### src/rtl/buffered_fork.sv
// Stream fork with one circular FIFO per output; each token goes to the outputs
// flagged in its select mask, all-or-nothing, with backpressure from registered full flags only.
module buffered_fork #(
    parameter int Width      = 8,
    parameter int NumOutputs = 4,
    parameter int Depth      = 2
) (
    input  logic                                       clk,
    input  logic                                       resetn,
    input  logic [Width-1:0]                           din,
    input  logic [NumOutputs-1:0]                      din_sel,
    input  logic                                       din_valid,
    output logic                                       din_bp,
    output logic [NumOutputs*Width-1:0]                dout,
    output logic [NumOutputs-1:0]                      dout_valid,
    input  logic [NumOutputs-1:0]                      dout_bp,
    output logic [NumOutputs*($clog2(Depth)+1)-1:0]    dout_count
);

    localparam int CntW = $clog2(Depth) + 1;
    localparam int PtrW = (Depth > 1) ? $clog2(Depth) : 1;

    logic [PtrW-1:0]  rptr_q [NumOutputs];
    logic [PtrW-1:0]  rptr_d [NumOutputs];
    logic [PtrW-1:0]  wptr_q [NumOutputs];
    logic [PtrW-1:0]  wptr_d [NumOutputs];
    logic [CntW-1:0]  cnt_q  [NumOutputs];
    logic [CntW-1:0]  cnt_d  [NumOutputs];
    logic [Width-1:0] mem_q  [NumOutputs][Depth];
    logic [Width-1:0] mem_d  [NumOutputs][Depth];

    logic [NumOutputs-1:0] full;
    logic [NumOutputs-1:0] enq;
    logic [NumOutputs-1:0] deq;
    logic                  accept;

    function automatic logic [PtrW-1:0] ptr_inc(input logic [PtrW-1:0] p);
        if (p == PtrW'(Depth - 1)) begin
            return '0;
        end
        return p + PtrW'(1);
    endfunction

    always_comb begin
        for (int unsigned i = 0; i < NumOutputs; i++) begin
            full[i]       = (cnt_q[i] == CntW'(Depth));
            dout_valid[i] = (cnt_q[i] != '0);
        end
    end

    // Reset forces bp high directly; the cleared counts alone would report "not full".
    always_comb begin
        din_bp = ~resetn | (|(din_sel & full));
        accept = din_valid & ~din_bp;
    end

    always_comb begin
        for (int unsigned i = 0; i < NumOutputs; i++) begin
            enq[i]    = accept & din_sel[i];
            deq[i]    = dout_valid[i] & ~dout_bp[i];
            rptr_d[i] = deq[i] ? ptr_inc(rptr_q[i]) : rptr_q[i];
            wptr_d[i] = enq[i] ? ptr_inc(wptr_q[i]) : wptr_q[i];
            case ({enq[i], deq[i]})
                2'b10:   cnt_d[i] = cnt_q[i] + CntW'(1);
                2'b01:   cnt_d[i] = cnt_q[i] - CntW'(1);
                default: cnt_d[i] = cnt_q[i];
            endcase
        end
    end

    always_comb begin
        mem_d = mem_q;
        for (int unsigned i = 0; i < NumOutputs; i++) begin
            if (enq[i]) begin
                mem_d[i][wptr_q[i]] = din;
            end
        end
    end

    always_comb begin
        dout       = '0;
        dout_count = '0;
        for (int unsigned i = 0; i < NumOutputs; i++) begin
            dout[i*Width +: Width]     = mem_q[i][rptr_q[i]];
            dout_count[i*CntW +: CntW] = cnt_q[i];
        end
    end

    always_ff @(posedge clk or negedge resetn) begin
        if (!resetn) begin
            for (int unsigned i = 0; i < NumOutputs; i++) begin
                rptr_q[i] <= '0;
                wptr_q[i] <= '0;
                cnt_q[i]  <= '0;
            end
        end else begin
            for (int unsigned i = 0; i < NumOutputs; i++) begin
                rptr_q[i] <= rptr_d[i];
                wptr_q[i] <= wptr_d[i];
                cnt_q[i]  <= cnt_d[i];
            end
        end
    end

    // Storage is deliberately left out of reset.
    always_ff @(posedge clk) begin
        mem_q <= mem_d;
    end

endmodule

### config.mk
export PLATFORM = sky130hd
export DESIGN_NAME = buffered_fork
export DESIGN_NICKNAME = d
export VERILOG_FILES = /design/src/rtl/buffered_fork.sv
export SDC_FILE = /design/constraint.sdc
export NUM_CORES = 1
export LEC_CHECK = 0
export BUFFER_PORTS_ARGS = -buffer_cell sky130_fd_sc_hd__buf_2
export CORE_MARGIN = 2
export CORE_UTILIZATION = 50
export CTS_CLUSTER_DIAMETER = 40
export CTS_CLUSTER_SIZE = 8
export DETAILED_ROUTE_END_ITERATION = 8
export PLACE_DENSITY = 0.76
export SYNTH_ARGS = -nofsm -noshare
export SYNTH_HDL_FRONTEND = slang
export SYNTH_SLANG_ARGS = --single-unit
### constraint.sdc
create_clock -name clk -period 1.9 [get_ports clk]
set_input_delay 0.095 -clock clk [delete_from_list [all_inputs] [get_ports clk]]
set_output_delay 0.095 -clock clk [all_outputs]
set_load 0.02 [all_outputs]
### Word level (Yosys, flattened, before mapping)

Index checks and enable logic that the tools add are counted.

* word-level logic and storage cells: 150
* output and inout bits: 45
* bits in latches: 0
* memories: 0
* bits in writable memories: 0
* ROM bits: 0
* flip-flop bits (word level): 80
* input port bits: 19

* muxes and demuxes: 52
* bitwise logic cells: 25
* order comparisons: 12
* reduce and logical (&&, ||, !) cells: 13
* add/sub/neg operators: 16
* eq/ne operators: 12
* shifts and indexed selects: 0
* multiply operators: 0
* div/mod/pow operators: 0

Operators with widths (number)
* two-way mux 8 bit: 16
* bitwise mux 16 bit: 4
* demux 8 bit (select 1 bit): 4
* two-way mux 1 bit: 24
* == test 2 bit (second input constant): 8
* >= comparator 2 bit (second input constant): 8
* NOT 1 -> 2 bit: 8
* one-hot mux 2 bit (2 select lines): 4
* nonzero test 2 bit: 8
* bitwise AND 1 bit: 9
* adder 1 bit (second input constant): 8
* adder 2 x 1 -> 2 bit (second input constant): 4
* == test 2 x 1 -> 1 bit (second input constant): 4
* less-than comparator 2 x 1 -> 1 bit (second input constant): 4
* subtractor 2 x 1 -> 2 bit (second input constant): 4
* NOT 1 bit: 6
* bitwise AND 4 bit: 1
* logical AND 1 bit: 4
* OR reduction 4 bit: 1
* OR 1 bit: 1

### Depth between registers and ports, before layout

Gate-level depths: netlist of the first run.

* depth after elaboration: 9
* mapped depth: 7
* gate-level depth less buffers: 7

### Worst setup path after synthesis of the first run

OpenSTA, ideal clock, no wires.

* path kind: register to register
* start: reg cnt_q (netlist bit dout_count[1])
* end: reg mem_q[16] in the netlist's numbering (enable)
* slack: 0.185 ns
* clock period less this slack: 1.715 ns
* setup time: 0.371 ns
* buffers on the path: 0
* data arrival time: 1.345 ns
* required time: 1.529 ns
* stages on the path, launching flop included: 5
* cell sequence: dfrtp_1 > nand2_1 > o221a_4 > nand4_2 > nor2_1

* longest elaborated chain between the ends: 7

RTL lines
* start, declared: RTL line 27 `logic [CntW-1:0] cnt_q [NumOutputs];`
* start signal, assigned by index: RTL line 100 `cnt_q[i] <= cnt_d[i];`
* == test 2 bit: RTL line 46 `full[i] = (cnt_q[i] == CntW'(Depth));`
* bitwise AND 4 bit: RTL line 53 `din_bp = ~resetn | (|(din_sel & full));`
* OR reduction 4 bit: RTL line 53
* OR 1 bit: RTL line 53
* NOT 1 bit: RTL line 54 `accept = din_valid & ~din_bp;`
* bitwise AND 1 bit: RTL line 54
* bitwise AND 1 bit: RTL line 59 `enq[i] = accept & din_sel[i];`
* end signal, assigned: RTL line 107 `mem_q <= mem_d;`
* end, declared: RTL line 29 `logic [Width-1:0] mem_q [NumOutputs][Depth];`

Every way passes these cells.
A chain may end at the register's enable or synchronous reset.

### Worst setup path after layout of the first run

* start: reg cnt_q (netlist bit dout_count[7])
* end: reg cnt_q (netlist bit dout_count[1])

* longest elaborated chain between the ends: 9
* elaborated cells between the ends (all ways): 11
* those cells by class: 3 x eq/ne; 1 x mux; 5 x bitwise; 2 x reduce/logical

RTL lines
* == test 2 bit (*): RTL line 46
* bitwise AND 4 bit (*): RTL line 53
* OR reduction 4 bit (*): RTL line 53
* OR 1 bit (*): RTL line 53
* NOT 1 bit (*): RTL line 54
* bitwise AND 1 bit (*): RTL line 54
* bitwise AND 1 bit (*): RTL line 59
* == test 2 x 1 -> 1 bit / == test 2 bit (equally long branches): RTL line 63 `case ({enq[i], deq[i]})`
* one-hot mux 2 bit (2 select lines) / nonzero test 2 bit (equally long branches)

Mark *: on every way between the ends. The rest lies on a longest branch, timed or not.

==> impl_metrics.env, run 1 <==
export IMPL_outcome="finished, final reports clean"
export IMPL_place_inst=319
export IMPL_hp_class="primary input to flop"
export IMPL_timing_final_crit_period_ns=1.66
export IMPL_drt_first_pass_iters=4
export IMPL_avgRoutedWirePerCell_um=16.7
export IMPL_antenna_left=0
export IMPL_port_buffers=63
export IMPL_p_int_mw=3.62
export IMPL_ctsResizeCount=0
export IMPL_critPathLaunchType="flop"
export IMPL_final_cell_area_mm2=0.00381
export IMPL_syn_avg_cell_area_um2=17.9
export IMPL_synthCells=176
export IMPL_drc=0
export IMPL_fp_row_count=28
export IMPL_crit_type="flop to flop"
export IMPL_fin_crit_sh_pct=87.4
export IMPL_combPwrFrac_pct=32.3
export IMPL_clkPwrFrac_pct=22.0
export IMPL_slowest_delay_ns=0.42
export IMPL_clock_root_buffer="clkbuf_8"
export IMPL_cts_sinks=80
export IMPL_route_vias_total=1703
export IMPL_synth_cell_types=16
export IMPL_antenna_found_initial=0
export IMPL_hpwl_um=3870
export IMPL_ys_ff_latch=80
export IMPL_cts_inserted_buffers=9
export IMPL_n_fill_cell=419
export IMPL_synth_seq_area_share_pct=73.8
export IMPL_start_util_pct=52.5
export IMPL_drive_gt1_share_pct=47.9
export IMPL_antenna_cells=0
export IMPL_clockBufferDepth=2
export IMPL_skew_ns=0.0116
export IMPL_max_freq_mhz=602
export IMPL_placed_cell_area_mm2=0.00360
export IMPL_nets=279
export IMPL_fp_dieArea_mm2=0.00695
export IMPL_rsz0062_at_grt="false"
export IMPL_maxCapViolCount=0
export IMPL_finalMaxSlewViolations=0
export IMPL_p_seq_share_pct=45.6
export IMPL_track_usage_pct=17.2
export IMPL_end_kind="flop"
export IMPL_crit_path_max_fanout=5
export IMPL_cts_tree="done"
export IMPL_crit_arrival_ns=1.92
export IMPL_multi_input_area_um2=787
export IMPL_grt_pass1_vias=1726
export IMPL_die_height_um=83.3
export IMPL_gp_congestion=0.737
export IMPL_fp_coreArea_mm2=0.00599
export IMPL_insertion_delay_ns=0.34
export IMPL_io_pins=64
export IMPL_layout_cells_non_filler=336
export IMPL_yosys_warnings=0
export IMPL_cp_required_ns=2.16
export IMPL_crit_slowest_cell="dfrtp_1"
export IMPL_gr_total_overflow=0
export IMPL_finalHoldViolCount=0
export IMPL_total_leakage_power_nw=1.49
export IMPL_fp_dieW_um=83.3
export IMPL_slew_headroom_pct=71.1
export IMPL_worstMarginPinSlew_ns=0.433
export IMPL_p_sw_share_pct=34.7
export IMPL_seqCellArea_mm2=0.00232
export IMPL_power_density_mw_per_mm2=1450
export IMPL_setup_viol=0
export IMPL_vdd_ir_drop_max_mv=0.953
export IMPL_drtIter0Drc=122
export IMPL_synthToLayoutAreaGrowth_pct=21.1
export IMPL_grt_pass1_wl_um=8900
export IMPL_netlist_area_mm2=0.00315
export IMPL_routed_wl_um=5610
export IMPL_switchingPower_mw=1.92
export IMPL_cts_htree_levels=3
export IMPL_grt_max_degree=17
export IMPL_post_route_util_pct=63.6
export IMPL_setup_tns_ns=0
export IMPL_r2r_slack_ns=0.24
export IMPL_vias_per_cell=5.07
export IMPL_cp_cell_sequence="nand2_1, o221a_4, nand4_2, ha_1, nor2_1, xor2_1"
export IMPL_clk_pin_slew_worst_paths_ns=0.09
export IMPL_post_cts_buffers=0
export IMPL_synthesis_nets=199
through the flow:
step           setup WS [ns]  hold WS (ns)  power (mW)
2_1_floorplan          0.185        -0.201        3.81
3_3_place_gp           0.297        0.0918        4.34
3_5_place_dp           0.254        0.0903        4.37
4_1_cts                0.226        0.0393        5.60
5_1_grt                0.111        0.0370        5.83
6_report               0.239        0.0485        5.54
timing repair:
action / in CTS / in global routing
endpoints found under the hold margin: 16 / 0
hold buffers: 1 / 0
endpoints found under the setup margin: 0 / 0
critical path: cells and delay by family (launching register included):
family	cells	cell delay [ns]
flops	1	0.42
xor+xnor	1	0.16
compound gates	1	0.23
fa+ha+maj	1	0.35
simple gates	3	0.42
path summary, 6_finish.rpt:
kind	from	end	cells after the start
min in group asynchronous	resetn	wptr_q[0]$_DFFE_PN0N_	3
max reg2reg	dout_count[7]$_DFFE_PN0P_	dout_count[1]$_DFFE_PN0P_	6
min reg2reg	wptr_q[2]$_DFFE_PN0N_	wptr_q[2]$_DFFE_PN0N_	1
max in group asynchronous	resetn	rptr_q[3]$_DFFE_PN0P_	3
max	dout_count[7]$_DFFE_PN0P_	dout_count[1]$_DFFE_PN0P_	6
min	din[5]	mem_q[61]$_DFFE_PP_	1
area by class of cell:
| cell class | count | share of cell area [%] |
|---|---|---|
| clock inverter | 6 | 1.81 |
| inverter | 5 | 0.492 |
| sequential | 80 | 60.9 |
| tap | 75 | 2.46 |
| multi-input combinational | 87 | 20.7 |
| clock buffer | 10 | 3.35 |
| timing repair buffer | 73 | 10.3 |
synthesized netlist by cell type (all sizes together):
library cell	n	area [um2]
and2b	4	30.0
dfrtp	16	400
ha	4	50.1
mux2	32	360
or2	4	25.0
o22a	1	10.0
nand2	4	15.0
xor2	8	70.1
and2	1	6.26
nor2	12	45.0
edfxtp	64	1920
inv	5	18.8
xnor2	12	105
nand4	4	50.1
buf	4	20.0
o221a	1	20.0
cells by family after synthesis:
group | Yosys count | share of synthesized area, %
adders and majority gates | 4 | 1.59
and+or+nand+nor | 29 | 5.45
DFF | 80 | 73.8
AOI/OAI and AO/OA | 2 | 0.954
xor gates and xnor gates | 20 | 5.56
muxes | 32 | 11.4
buffers and inverters | 9 | 1.23
power groups by stage:
stage / combinational (mW) / clock [mW] / sequential, mW
after detailed placement: 1.80 / 0 / 2.57
after global placement: 1.79 / 0 / 2.55
after CTS: 1.82 / 1.24 / 2.53
after floorplan: 1.32 / 0 / 2.48
final: 1.79 / 1.22 / 2.53
after global routing: 1.94 / 1.31 / 2.57
registers in the layout (all words and copies together) (netlist names):
name / cells
rptr_q: 4
dout_count: 8
mem_q: 64
wptr_q: 4
routing by layer:
| metal | part of all wire, % | GRT usage (%) | wire [um] |
|---|---|---|---|
| met1 | 45 | 22.5 | 2520 |
| met2 | 48 | 27.0 | 2670 |
| met3 | 5.1 | 4.08 | 286 |
| met4 | 2.2 | 8.49 | 126 |
| met5 | 0 | 0 | 0 |
layout by cell type (no fill, tap or decap):
| cell type | count |
|---|---|
| nand4_2 | 4 |
| dfrtp_1 | 16 |
| clkinvlp_4 | 1 |
| ha_1 | 4 |
| nand2_1 | 4 |
| xor2_1 | 8 |
| clkinv_4 | 2 |
| inv_6 | 1 |
| nor2_1 | 12 |
| or2_1 | 4 |
| edfxtp_1 | 64 |
| mux2_2 | 32 |
| buf_2 | 63 |
| bufinv_16 | 1 |
| o221a_4 | 1 |
| clkinv_2 | 1 |
| o22a_2 | 1 |
| buf_4 | 9 |
| clkbuf_1 | 1 |
| dlygate4sd3_1 | 1 |
| xnor2_1 | 12 |
| and2_1 | 1 |
| clkbuf_8 | 9 |
| and2b_1 | 4 |
| inv_1 | 5 |
(Power assumes the default switching activity.)
==> inputs of run 2 (changes only) <==
CORE_UTILIZATION = 45   (was 50)
PLACE_DENSITY = 0.69   (was 0.76)
SKIP_CTS_REPAIR_TIMING = 1   (was default)
==> impl_metrics.env, run 2 (synthesis gave the netlist of run 1 again) <==
export IMPL_die_height_um=87.6
export IMPL_clkPwrFrac_pct=21.3
export IMPL_antenna_left=0
export IMPL_p_seq_share_pct=46.0
export IMPL_hp_class="primary input to flop"
export IMPL_cts_htree_levels=3
export IMPL_multi_input_area_um2=787
export IMPL_start_util_pct=46.3
export IMPL_drc=0
export IMPL_power_density_mw_per_mm2=1430
export IMPL_insertion_delay_ns=0.34
export IMPL_p_sw_share_pct=34.3
export IMPL_cts_sinks=80
export IMPL_switchingPower_mw=1.88
export IMPL_grt_pass1_vias=1550
export IMPL_drt_first_pass_iters=4
export IMPL_port_buffers=63
export IMPL_total_leakage_power_nw=1.48
export IMPL_final_cell_area_mm2=0.00383
export IMPL_synthToLayoutAreaGrowth_pct=21.5
export IMPL_avgRoutedWirePerCell_um=15.4
export IMPL_fin_crit_sh_pct=87.4
export IMPL_largest_register="mem_q"
export IMPL_finalMaxSlewViolations=0
export IMPL_max_freq_mhz=602
export IMPL_crit_type="flop to flop"
export IMPL_drtIter0Drc=76
export IMPL_fp_coreArea_mm2=0.00679
export IMPL_routed_wl_um=5480
export IMPL_cts_tree="done"
export IMPL_nets=279
export IMPL_place_inst=340
export IMPL_vias_per_cell=4.72
export IMPL_timing_final_crit_period_ns=1.66
export IMPL_slew_headroom_pct=72.1
export IMPL_cts_inserted_buffers=9
export IMPL_track_usage_pct=15.1
export IMPL_layout_commonest_cell="edfxtp_1"
export IMPL_gr_total_overflow=0
export IMPL_route_vias_total=1679
export IMPL_io_pins=64
export IMPL_crit_arrival_ns=1.91
export IMPL_placed_cell_area_mm2=0.00363
export IMPL_met2_length_um=2490
export IMPL_maxCapViolCount=0
export IMPL_combPwrFrac_pct=32.7
export IMPL_final_cell_mix="edfxtp_1, buf_2, mux2_2"
export IMPL_fp_row_count=30
export IMPL_antenna_cells=0
export IMPL_vdd_ir_drop_max_mv=0.986
export IMPL_clock_root_buffer="clkbuf_8"
export IMPL_critPathLaunchType="flop"
export IMPL_rsz0062_at_grt="false"
export IMPL_gp_congestion=0.802
export IMPL_drive_gt1_share_pct=47.7
export IMPL_largest_reg_flops=64
export IMPL_setup_worst_path_start="dout_count[7]$_DFFE_PN0P_"
export IMPL_wl_met1_um=2670
export IMPL_grt_pass1_wl_um=8290
export IMPL_end_kind="flop"
export IMPL_p_int_mw=3.60
export IMPL_ff2ff_path_depth=6
export IMPL_antenna_found_initial=0
export IMPL_cp_required_ns=2.15
export IMPL_finalHoldViolCount=0
export IMPL_reg2reg_to="dout_count[5]$_DFFE_PN0P_"
export IMPL_crit_path_max_fanout=5
export IMPL_seqCellArea_mm2=0.00232
export IMPL_worstMarginPinSlew_ns=0.418
export IMPL_rr_startpoint="dout_count[7]$_DFFE_PN0P_"
export IMPL_skew_ns=0.00988
export IMPL_setup_tns_ns=0
export IMPL_fp_dieW_um=87.6
export IMPL_clockBufferDepth=2
export IMPL_n_fill_cell=553
export IMPL_clk_pin_slew_worst_paths_ns=0.08
export IMPL_r2r_slack_ns=0.24
export IMPL_outcome="finished, final reports clean"
export IMPL_hpwl_um=3720
export IMPL_critPathCapture="dout_count[5]$_DFFE_PN0P_"
export IMPL_grt_max_degree=17
export IMPL_top_layer="met4"
export IMPL_setup_viol=0
export IMPL_fp_dieArea_mm2=0.00768
export IMPL_layout_cells_non_filler=356
export IMPL_wl_met3_um=254
[run 2: cell type report]
cell class	count	area share, %
flip-flops and latches	80	60.7
multi-input cells	87	20.6
repair buffers	73	10.3
clock buffers	9	3.24
well taps	96	3.14
clock inverters	6	1.60
inverters	5	0.491
[run 2: layer usage]
layer  track usage, %  up-vias
met5                0        -
met4             6.29        0
met2             21.3       50
met3             4.34        5
li1                 -      805
met1             22.0      819
[run 2: per-stage QoR]
| stage | hold slack, ns | power [mW] | worst slack, ns | util [%] |
|---|---|---|---|---|
| 5_1_grt | 0.0518 | 5.78 | 0.109 | 56.3 |
| 6_report | 0.0553 | 5.48 | 0.240 | 56.3 |
| 3_3_place_gp | 0.0977 | 4.35 | 0.278 | 53.4 |
| 4_1_cts | -0.260 | 5.54 | 0.232 | 56.2 |
| 2_1_floorplan | -0.201 | 3.81 | 0.185 | - |
| 3_5_place_dp | 0.115 | 4.36 | 0.249 | 53.4 |
[run 2: worst min path at each step]
| stage | from | endpoint | slack, ns | cells past startpoint |
|---|---|---|---|---|
| after global routing | din[1] | mem_q[25]$_DFFE_PP_ | 0.05 | 1 |
| final | din[6] | mem_q[62]$_DFFE_PP_ | 0.06 | 1 |
| after CTS | resetn | dout_count[4]$_DFFE_PN0P_ | -0.26 | 2 |
| after floorplan | resetn | dout_count[0]$_DFFE_PN0P_ | -0.20 | 0 |
| after global placement | resetn | dout_count[4]$_DFFE_PN0P_ | 0.1 | 2 |
| after detailed placement | resetn | dout_count[4]$_DFFE_PN0P_ | 0.11 | 2 |
[run 2: power groups by stage]
stage	clock network [mW]	logic [mW]	registers, mW
floorplan	0	1.32	2.48
global placement	0	1.81	2.55
detailed placement	0	1.80	2.56
CTS	1.20	1.82	2.52
global route	1.27	1.94	2.57
finish	1.17	1.79	2.52
[run 2: critical path: stages (launching register included)]
cell     delay, ns
dfrtp_1       0.42
nand2_1       0.10
o221a_4       0.24
nand4_2       0.17
ha_1          0.36
nor2_1        0.14
xor2_1        0.16
